[src/rtl/mem_arb_pkg.sv]
// Shared types and constants for the memory arbiter: FSM states, port
// indices, and the address range check.
package mem_arb_pkg;

  typedef enum logic [0:0] {
    ST_ARB  = 1'b0,
    ST_LOCK = 1'b1
  } arb_state_e;

  localparam int unsigned PORT_CORE = 0;
  localparam int unsigned PORT_DBG  = 1;
  localparam int unsigned ADDR_W    = 16;
  localparam int unsigned STAT_W    = 32;

  // An address is in range when no bit at or above addr_len is set.
  function automatic logic addr_in_range(input logic [ADDR_W-1:0] addr,
                                         input int unsigned addr_len);
    return (addr >> addr_len) == '0;
  endfunction

endpackage

[src/rtl/mem_arbiter_if.sv]
// Requester-side access port: request, write enable, address and write data
// from the requester; grant and read return back to it.
interface mem_arbiter_if #(
  parameter int unsigned p_WORD_LEN = 16
);
  import mem_arb_pkg::*;

  logic                  req;
  logic                  we;
  logic [ADDR_W-1:0]     addr;
  logic [p_WORD_LEN-1:0] wdata;
  logic                  gnt;
  logic                  rvalid;
  logic [p_WORD_LEN-1:0] rdata;

  modport master (output req, we, addr, wdata, input gnt, rvalid, rdata);
  modport slave  (input req, we, addr, wdata, output gnt, rvalid, rdata);

endinterface

[src/rtl/mem_arb_rsp.sv]
// One-stage read-return tracker: remembers which port owns the read issued
// last cycle and whether its address was in range, then routes the memory
// read data to that port's rvalid/rdata.
module mem_arb_rsp
  import mem_arb_pkg::*;
#(
  parameter int unsigned p_WORD_LEN = 16
) (
  input  logic                  i_clk,
  input  logic                  i_rst,
  input  logic                  i_rd_fire,
  input  logic                  i_rd_owner,
  input  logic                  i_rd_in_range,
  input  logic [p_WORD_LEN-1:0] i_mem_rd_data,
  output logic                  o_c_rvalid,
  output logic [p_WORD_LEN-1:0] o_c_rdata,
  output logic                  o_d_rvalid,
  output logic [p_WORD_LEN-1:0] o_d_rdata
);

  logic                  r_c_rvalid;
  logic                  r_d_rvalid;
  logic                  r_in_range;
  logic                  w_c_rvalid;
  logic                  w_d_rvalid;
  logic [p_WORD_LEN-1:0] w_rd_data;

  // Capture owner and range of the read granted this cycle.
  always_ff @(posedge i_clk) begin
    if (i_rst) begin
      r_c_rvalid <= 1'b0;
      r_d_rvalid <= 1'b0;
      r_in_range <= 1'b0;
    end else begin
      r_c_rvalid <= i_rd_fire && (i_rd_owner == 1'(PORT_CORE));
      r_d_rvalid <= i_rd_fire && (i_rd_owner == 1'(PORT_DBG));
      r_in_range <= i_rd_in_range;
    end
  end

  // A read launched just before reset must not surface while reset is high.
  assign w_c_rvalid = r_c_rvalid && !i_rst;
  assign w_d_rvalid = r_d_rvalid && !i_rst;
  assign w_rd_data  = r_in_range ? i_mem_rd_data : '0;

  assign o_c_rvalid = w_c_rvalid;
  assign o_d_rvalid = w_d_rvalid;
  assign o_c_rdata  = w_c_rvalid ? w_rd_data : '0;
  assign o_d_rdata  = w_d_rvalid ? w_rd_data : '0;

endmodule

[src/rtl/mem_arbiter.sv]
// Two-port data-memory arbiter: core port and debug/loader port share one
// single-port memory. Core wins conflicts until the debug port has waited
// p_STARVE_LIMIT core grants; debug can lock the memory for a burst.
// Optional statistics counters are built when MEM_ARB_STATS_EN is defined.
module mem_arbiter
  import mem_arb_pkg::*;
#(
  parameter int unsigned p_WORD_LEN     = 16,
  parameter int unsigned p_ADDR_LEN     = 10,
  parameter int unsigned p_STARVE_LIMIT = 4
) (
  input  logic                  i_clk,
  input  logic                  i_rst,
  mem_arbiter_if.slave          c_port,
  mem_arbiter_if.slave          d_port,
  input  logic                  i_d_lock,
  output logic [p_ADDR_LEN-1:0] o_mem_addr,
  output logic                  o_mem_wr_en,
  output logic [p_WORD_LEN-1:0] o_mem_wr_data,
  input  logic [p_WORD_LEN-1:0] i_mem_rd_data
`ifdef MEM_ARB_STATS_EN
  ,
  output logic [STAT_W-1:0]     o_stat_conflicts,
  output logic [STAT_W-1:0]     o_stat_lock_cycles
`endif
);

  localparam int unsigned     CNT_W      = $clog2(p_STARVE_LIMIT + 1);
  localparam logic [CNT_W-1:0] STARVE_MAX = CNT_W'(p_STARVE_LIMIT);

  arb_state_e            r_state;
  arb_state_e            w_state_nxt;
  logic [CNT_W-1:0]      r_starve;
  logic [CNT_W-1:0]      w_starve_nxt;
  logic                  w_lock_own;
  logic                  w_c_gnt;
  logic                  w_d_gnt;
  logic                  w_grant;
  logic                  w_we;
  logic                  w_in_range;
  logic [ADDR_W-1:0]     w_addr;
  logic [p_WORD_LEN-1:0] w_wdata;
  logic                  w_c_rvalid;
  logic                  w_d_rvalid;
  logic [p_WORD_LEN-1:0] w_c_rdata;
  logic [p_WORD_LEN-1:0] w_d_rdata;

  // Debug owns the memory only while locked and still holding i_d_lock.
  assign w_lock_own = (r_state == ST_LOCK) && i_d_lock;

  // State and starvation counter registers.
  always_ff @(posedge i_clk) begin
    if (i_rst) begin
      r_state  <= ST_ARB;
      r_starve <= '0;
    end else begin
      r_state  <= w_state_nxt;
      r_starve <= w_starve_nxt;
    end
  end

  // Grant decision and next state.
  always_comb begin
    w_c_gnt     = 1'b0;
    w_d_gnt     = 1'b0;
    w_state_nxt = r_state;
    if (!i_rst) begin
      if (w_lock_own) begin
        w_d_gnt = d_port.req;
      end else if (c_port.req && d_port.req) begin
        w_d_gnt = (r_starve == STARVE_MAX);
        w_c_gnt = !w_d_gnt;
      end else begin
        w_c_gnt = c_port.req;
        w_d_gnt = d_port.req;
      end
    end
    case (r_state)
      ST_ARB:  if (w_d_gnt && i_d_lock) w_state_nxt = ST_LOCK;
      ST_LOCK: if (!i_d_lock) w_state_nxt = ST_ARB;
      default: w_state_nxt = ST_ARB;
    endcase
  end

  // Count core grants taken while debug waits; clear once debug is served or idle.
  always_comb begin
    w_starve_nxt = r_starve;
    if (w_d_gnt || !d_port.req) begin
      w_starve_nxt = '0;
    end else if (w_c_gnt && (r_starve != STARVE_MAX)) begin
      w_starve_nxt = r_starve + CNT_W'(1);
    end
  end

  // Steer the granted port onto the memory; out-of-range writes are dropped.
  assign w_grant       = w_c_gnt || w_d_gnt;
  assign w_addr        = w_d_gnt ? d_port.addr  : c_port.addr;
  assign w_we          = w_d_gnt ? d_port.we    : c_port.we;
  assign w_wdata       = w_d_gnt ? d_port.wdata : c_port.wdata;
  assign w_in_range    = addr_in_range(w_addr, p_ADDR_LEN);
  assign o_mem_addr    = w_addr[p_ADDR_LEN-1:0];
  assign o_mem_wr_en   = w_grant && w_we && w_in_range;
  assign o_mem_wr_data = w_wdata;

  assign c_port.gnt    = w_c_gnt;
  assign d_port.gnt    = w_d_gnt;

  mem_arb_rsp #(
    .p_WORD_LEN(p_WORD_LEN)
  ) u_rsp (
    .i_clk         (i_clk),
    .i_rst         (i_rst),
    .i_rd_fire     (w_grant && !w_we),
    .i_rd_owner    (w_d_gnt ? 1'(PORT_DBG) : 1'(PORT_CORE)),
    .i_rd_in_range (w_in_range),
    .i_mem_rd_data (i_mem_rd_data),
    .o_c_rvalid    (w_c_rvalid),
    .o_c_rdata     (w_c_rdata),
    .o_d_rvalid    (w_d_rvalid),
    .o_d_rdata     (w_d_rdata)
  );

  assign c_port.rvalid = w_c_rvalid;
  assign c_port.rdata  = w_c_rdata;
  assign d_port.rvalid = w_d_rvalid;
  assign d_port.rdata  = w_d_rdata;

`ifdef MEM_ARB_STATS_EN
  logic [STAT_W-1:0] r_stat_conflicts;
  logic [STAT_W-1:0] r_stat_lock_cycles;

  // Saturating counts of shared-mode conflicts and locked-ownership cycles.
  always_ff @(posedge i_clk) begin
    if (i_rst) begin
      r_stat_conflicts   <= '0;
      r_stat_lock_cycles <= '0;
    end else begin
      if (!w_lock_own && c_port.req && d_port.req && (r_stat_conflicts != '1))
        r_stat_conflicts <= r_stat_conflicts + STAT_W'(1);
      if (w_lock_own && (r_stat_lock_cycles != '1))
        r_stat_lock_cycles <= r_stat_lock_cycles + STAT_W'(1);
    end
  end

  assign o_stat_conflicts   = r_stat_conflicts;
  assign o_stat_lock_cycles = r_stat_lock_cycles;
`endif

endmodule

[src/flat_wrapper.sv]
// flat-port wrapper written by rule: the top's interface ports become plain ports
module mem_arbiter_flat import mem_arb_pkg::*;
#(
  parameter int unsigned p_WORD_LEN     = 16,
  parameter int unsigned p_ADDR_LEN     = 10,
  parameter int unsigned p_STARVE_LIMIT = 4
)
  (i_clk, i_rst, i_d_lock, o_mem_addr, o_mem_wr_en, o_mem_wr_data, i_mem_rd_data, c_port_req, c_port_we, c_port_addr, c_port_wdata, c_port_gnt, c_port_rvalid, c_port_rdata, d_port_req, d_port_we, d_port_addr, d_port_wdata, d_port_gnt, d_port_rvalid, d_port_rdata);
  mem_arbiter_if #(.p_WORD_LEN(p_WORD_LEN)) c_port_i ();
  mem_arbiter_if #(.p_WORD_LEN(p_WORD_LEN)) d_port_i ();
  input  logic i_clk;
  input  logic i_rst;
  input  logic i_d_lock;
  output logic [p_ADDR_LEN-1:0] o_mem_addr;
  output logic o_mem_wr_en;
  output logic [p_WORD_LEN-1:0] o_mem_wr_data;
  input  logic [p_WORD_LEN-1:0] i_mem_rd_data;
  input wire logic [$bits(c_port_i.req)-1:0] c_port_req;
  input wire logic [$bits(c_port_i.we)-1:0] c_port_we;
  input wire logic [$bits(c_port_i.addr)-1:0] c_port_addr;
  input wire logic [$bits(c_port_i.wdata)-1:0] c_port_wdata;
  output wire logic [$bits(c_port_i.gnt)-1:0] c_port_gnt;
  output wire logic [$bits(c_port_i.rvalid)-1:0] c_port_rvalid;
  output wire logic [$bits(c_port_i.rdata)-1:0] c_port_rdata;
  input wire logic [$bits(d_port_i.req)-1:0] d_port_req;
  input wire logic [$bits(d_port_i.we)-1:0] d_port_we;
  input wire logic [$bits(d_port_i.addr)-1:0] d_port_addr;
  input wire logic [$bits(d_port_i.wdata)-1:0] d_port_wdata;
  output wire logic [$bits(d_port_i.gnt)-1:0] d_port_gnt;
  output wire logic [$bits(d_port_i.rvalid)-1:0] d_port_rvalid;
  output wire logic [$bits(d_port_i.rdata)-1:0] d_port_rdata;
  assign c_port_i.req = c_port_req;
  assign c_port_i.we = c_port_we;
  assign c_port_i.addr = c_port_addr;
  assign c_port_i.wdata = c_port_wdata;
  assign c_port_gnt = c_port_i.gnt;
  assign c_port_rvalid = c_port_i.rvalid;
  assign c_port_rdata = c_port_i.rdata;
  assign d_port_i.req = d_port_req;
  assign d_port_i.we = d_port_we;
  assign d_port_i.addr = d_port_addr;
  assign d_port_i.wdata = d_port_wdata;
  assign d_port_gnt = d_port_i.gnt;
  assign d_port_rvalid = d_port_i.rvalid;
  assign d_port_rdata = d_port_i.rdata;
  mem_arbiter #(.p_WORD_LEN(p_WORD_LEN), .p_ADDR_LEN(p_ADDR_LEN), .p_STARVE_LIMIT(p_STARVE_LIMIT)) u_core (.i_clk(i_clk), .i_rst(i_rst), .c_port(c_port_i), .d_port(d_port_i), .i_d_lock(i_d_lock), .o_mem_addr(o_mem_addr), .o_mem_wr_en(o_mem_wr_en), .o_mem_wr_data(o_mem_wr_data), .i_mem_rd_data(i_mem_rd_data));
endmodule
[config.mk]
export PLATFORM = sky130hd
export DESIGN_NAME = mem_arbiter_flat
export DESIGN_NICKNAME = d
export VERILOG_FILES = /design/src/rtl/mem_arb_pkg.sv /design/src/rtl/mem_arbiter_if.sv /design/src/rtl/mem_arb_rsp.sv /design/src/rtl/mem_arbiter.sv /design/src/flat_wrapper.sv
export SDC_FILE = /design/constraint.sdc
export NUM_CORES = 1
export LEC_CHECK = 0
export CAP_MARGIN = 20
export CORE_MARGIN = 5
export CORE_UTILIZATION = 21
export DETAILED_ROUTE_END_ITERATION = 12
export PLACE_DENSITY_LB_ADDON = 0.05
export REMOVE_ABC_BUFFERS = 1
export SETUP_SLACK_MARGIN = 0.15
export SLEW_MARGIN = 0
export SYNTH_ARGS = -nofsm -noshare
export SYNTH_HDL_FRONTEND = slang
export SYNTH_SLANG_ARGS = --single-unit
[constraint.sdc]
create_clock -name i_clk -period 3.4 [get_ports i_clk]
set_input_delay 1.02 -clock i_clk [delete_from_list [all_inputs] [get_ports i_clk]]
set_output_delay 1.02 -clock i_clk [all_outputs]
set_load 0.005 [all_outputs]
### After elaboration in Yosys (flattened, before gate mapping)

Cells that the tools add are included.

* output and inout port bits: 63
* input bits: 87
* register bits after elaboration: 7
* word-level logic and storage cells: 45

* equality and inequality tests: 2
* reduce and logical (&&, ||, !) cells: 19
* mux-type cells: 16
* add/sub/neg operators: 1
* bitwise operators: 2

Operator list (count)
* $mux 16: 5
* $logic_not 16->1: 1
* $logic_and 1x1->1: 11
* $mux 1: 10
* $logic_not 1->1: 4
* $add 3x1->3 const B: 1
* $eq 3x3->1 const B: 1
* $ne 3x3->1 const B: 1
* $logic_or 1x1->1: 2
* $not 1->1: 2
* $pmux 1 s2: 1
* $reduce_or 2->1: 1

### Depth between registers and ports, before layout

* word-level depth: 8
* depth in mapped cells: 6
* mapped depth without buffers: 5

### Modules after synthesis

A second synthesis with hierarchy kept.

* cell total of the unflattened synthesis: 113
* area, all modules: 1099.8 µm²

By module, submodules not included
* mem_arbiter: cells an instance 65, seq. area each 80.1 µm², instances 1, area each 629.4 µm²
* mem_arb_rsp: cells an instance 48, seq. area each 60.1 µm², instances 1, area each 470.5 µm²

### Worst setup path after synthesis

Ideal clock, no wire load.

* kind: input to output
* start point: in i_rst
* end point: out o_mem_addr[0]
* stages: 4
* required time: 2.380 ns
* arrival: 1.998 ns
* path slack: 0.382 ns
* path buffers: 1
* cells stage by stage: nand2b_1 > o21ba_2 > buf_2 > mux2_2

* cells in the longest elaborated chain, start to end: 2

Ends and longest elaborated chain
* start, declared: RTL line flat_wrapper.sv:12 `input logic i_rst;`
* $mux 1: RTL line mem_arbiter.sv:67 `if (!i_rst) begin`
* $mux 16: RTL line mem_arbiter.sv:97 `assign w_addr = w_d_gnt ? d_port.addr : c_port.addr;`
* end, declared: RTL line flat_wrapper.sv:14 `output logic [p_ADDR_LEN-1:0] o_mem_addr;`

Every way passes these cells.

### Worst setup path in the final report

* start point: in i_d_lock
* end point: out o_mem_wr_data[11]

* cells in the longest elaborated chain, start to end: 4

Ends and longest elaborated chain
* start, declared: RTL line flat_wrapper.sv:13 `input logic i_d_lock;`
* $logic_and 1x1->1: RTL line mem_arbiter.sv:49 `assign w_lock_own = (r_state == ST_LOCK) && i_d_lock;`
* $mux 1: RTL line mem_arbiter.sv:68 `if (w_lock_own) begin`
* $mux 1: RTL line mem_arbiter.sv:67
* $mux 16: RTL line mem_arbiter.sv:99 `assign w_wdata = w_d_gnt ? d_port.wdata : c_port.wdata;`
* end, declared: RTL line flat_wrapper.sv:16 `output logic [p_WORD_LEN-1:0] o_mem_wr_data;`

Every way passes these cells.

==> run summary <==
Once placement completed, the tool counted placed cells totaling 321. Most common cell type on the critical path: sky130_fd_sc_hd__buf_6. The number of sinks on the clock net is 7.

Setup repair after global routing could not meet its margin everywhere. By area the synthesized netlist is led by sky130_fd_sc_hd__mux2_2 34%, sky130_fd_sc_hd__dfxtp_1 16%, sky130_fd_sc_hd__nor2_1 15%. For this run, the number of Yosys warnings is 0.

The floorplan step defined a core boundary enclosing 4000 µm². Across the VDD grid, the largest voltage drop is 0.223 mV. The routed layout has 1481 vias.

For the worst flop-to-flop path, the logic depth is 9. The tools report the count of final max-slew check failures as 0. Max-cap violations in this run came to 0. After legalization and detailed placement, the total HPWL measured 3920 µm. In the routed layout, each cell is associated on average with a via count of 4.39. Hold timing on the final database bottoms out at a slack of 457 ps. The post-synthesis area per instance was 7.20 µm²; the via count of the first global-routing pass was 1530.

sky130_fd_sc_hd__mux2_2 takes more of the synthesized area than any other cell. Walking the worst path, the cells encountered are buf_6, a21bo_4, o21ba_4, buf_6, buf_12, buf_16, mux2_4, buf_6. The run gives 1 as the number of H-tree branching levels. Headroom to the max-slew limit came out at 63.1%.

In this run the clock root is driven by a sky130_fd_sc_hd__clkbuf_8. Path category of the worst min-delay check: register to register. The run finished with clean final reports.

The first global-routing pass estimated 7360 µm of wire. Setup violations remaining at the end of the flow were counted as 0. In this run the static leakage power is 1.72 nW.

TritonCTS built the clock tree. The number of antenna-violating nets in the routed design was 0; the worst path buffer plus inverter count was 5. End of the worst hold path: u_core.r_starve[0].

The synthesized netlist contains 24 unique library cells. The required time reported for the critical path endpoint was 2380 ps; the ratio of cells with drive above 1 in the final layout was 31.0%. The kind of cell with the highest combined delay on the critical path was buffers and inverters. The net count of the finished layout is 377.

After synthesis, flip-flops and latches occupy 16.1% of the total area. Summed over all layers, the global routing overflow is 0. For the total inserted antenna cells, the log shows 0. The routed wire length per instance was 15.3 µm; the largest fanout on the critical path was 8.

The transition time of the tightest slew-check pin works out to 553 ps. The tools report the sort of element at the start of the critical path as a primary input. The run gives 299 MHz as the highest achievable clock rate. For the number of standard-cell rows in the floorplan, the log shows 23.

The tools report the initial antenna violation count as 0. For this run, the share of the core covered by cells in the final layout is 71.7%. The endpoint of the worst register-to-register path was u_core.r_state. The share of synthesized area in the top cell type comes to 33.6%.

After the flow finishes, the layout carries non-filler instances totaling 337. The finished cells cover 2870 µm². Vertical extent of the die: 74.4 µm. The total die area was 5530 µm².

The maximum root-to-sink buffer count was 2. For the slack of the worst reg-to-reg path, the log shows 1490 ps. Summing internal, switching and leakage power gives 0.438 mW. The category of the most critical setup path is primary input to output pin. The tools report the hold path startpoint as u_core.r_starve[0]. The logs give 2330 ps for the critical path data arrival time and 17.0% for the total global-route track usage. The die width was 74.4 µm.

The worst path needs 3350 ps of the cycle, external delays included. For this design the ratio of total power to cell area is 153 nW/µm². The slowest stage of the critical path is the sky130_fd_sc_hd__mux2_4 cell. The area growth from synthesis to layout is 229%. After synthesis the netlist holds a flip-flop and latch count of 7.

The final period utilization came out at 98.5%. The starting utilization of the core area is 21.8%. For this design the top-level I/O count stands at 150. The post-synthesis cell count is 121. In the routed design, unresolved DRC markers number 0. The count of buffers added on input and output ports is 149.

For the final weighted congestion in routability-driven placement, the log shows 0.728. For the post-route clock skew, the log shows 1.67 ps. Final count of hold timing violations: 0. After synthesis the cells add up to 871 µm². Critical path's largest stage delay: 300 ps. Clock-pin slew was measured on the worst setup and hold paths at 40 ps.

The launch instance of the worst register-to-register path was u_core.r_starve[0]. Entering global routing, the biggest net connects 18 pins. The hold path depth came out at 1. The placed instances occupy a cell area of 2490 µm².

After detailed routing, the total wire length is 5170 µm. The tools report the number of optimization iterations in the first detailed-route pass as 3. The total CTS buffers came out at 3.

The tools report the category of the worst setup path capture point as an output pin. The detailed router finished its first iteration with 64 violations. The hold buffer count at cts was 0. The later pin in the worst-skew pair is clocked with a latency of 220 ps.
kinds of logic after synthesis:
| logic type | count (synthesis) | synth area share, % |
|---|---|---|
| AND/OR/NAND/NOR | 66 | 33.9 |
| multiplexers | 28 | 35.9 |
| buffers and inverters | 13 | 6.03 |
| adder cells (fa/ha/maj) | 2 | 2.87 |
| AO/OA/AOI/OAI | 5 | 5.17 |
| flip-flops | 7 | 16.1 |
worst reg2reg max path, delay by kind of cell, from the launching register on:
family / cells / cell delay, ps
flops: 1 / 350
compound gates: 2 / 440
simple gates: 1 / 210
fa+ha+maj: 1 / 200
buf+inv: 5 / 600
stage by stage:
stage / TNS [ps] / setup WS [ps]
5_1_grt: 0 / 16.1
3_5_place_dp: -18340 / -499
3_3_place_gp: -17340 / -478
4_1_cts: 0 / 32.2
6_report: 0 / 52.2
2_1_floorplan: 0 / 171
placed cells by master (no fill, tap or decap), drive strengths merged:
master          n
a211oi          1
a21bo           1
a32o            1
and2            1
and3            1
buf            48
clkbuf          8
clkdlybuf4s15   1
clkdlybuf4s50  79
dfxtp           7
dlygate4sd2     6
dlymetal6s2s   33
ha              2
inv             4
mux2           26
mux2i           2
nand2          16
nand2b          3
nand3b          1
nor2           34
nor2b           3
nor3            2
nor4            2
nor4b           1
o21a            1
o21ba           1
or4             2
area by class of cell:
class	count	area (µm²)
flip-flops and latches	7	140
well taps	50	62.6
multi-input cells	101	774
inverters	4	15.0
clock buffers	4	45.0
repair buffers	171	1830
fillers	307	1130
timing repair:
action                     4_1_cts  5_1_grt
setup endpoints to repair       63       57
gates resized for setup        131       73
setup buffers                    8        1
cloned                           2        1
pin swaps                        6        5
per-layer routing:
layer  share of wire (%)  routed length (µm)  up-vias  track usage (%)
li1                    -                   -      741                -
met1                  36                1870      662             18.1
met2                  53                2740       70             32.9
met3                 9.4                 488        8             4.46
met4                 1.4                  70        0             3.95
met5                   0                   0        -                0
how the worst max path moves through the flow:
stage	depth (start not counted)	start	to	slack, ps
final	8	i_d_lock	o_mem_wr_data[11]	50
after floorplan	3	i_rst	o_mem_addr[0]	170
after detailed placement	6	i_rst	o_mem_addr[6]	-500
after CTS	8	i_d_lock	o_mem_addr[4]	30
after global routing	8	i_rst	o_mem_addr[7]	20
after global placement	6	i_rst	o_mem_wr_data[13]	-480
cells in the mapped netlist (all sizes together):
cell     n
nor2    34
mux2    26
nand2   16
dfxtp    7
clkbuf   6
inv      4
buf      3
nand2b   3
nor2b    3
ha       2
mux2i    2
nor3     2
nor4     2
or4      2
a211oi   1
a21bo    1
a32o     1
and2     1
and3     1
nand3b   1
nor4b    1
o21a     1
o21ba    1
flip-flops by register name, summed over array words and instances (netlist names):
signal                   flops
u_core.r_starve              3
u_core.r_state               1
u_core.u_rsp.r_c_rvalid      1
u_core.u_rsp.r_d_rvalid      1
u_core.u_rsp.r_in_range      1
where the power goes:
group	switching (mW)	internal, mW	total [mW]
Sequential	0.00158	0.0846	0.0862
Combinational	0.0601	0.177	0.237
Clock	0.0343	0.0810	0.115
Total	0.0960	0.342	0.438
(Power assumes the default switching activity.)
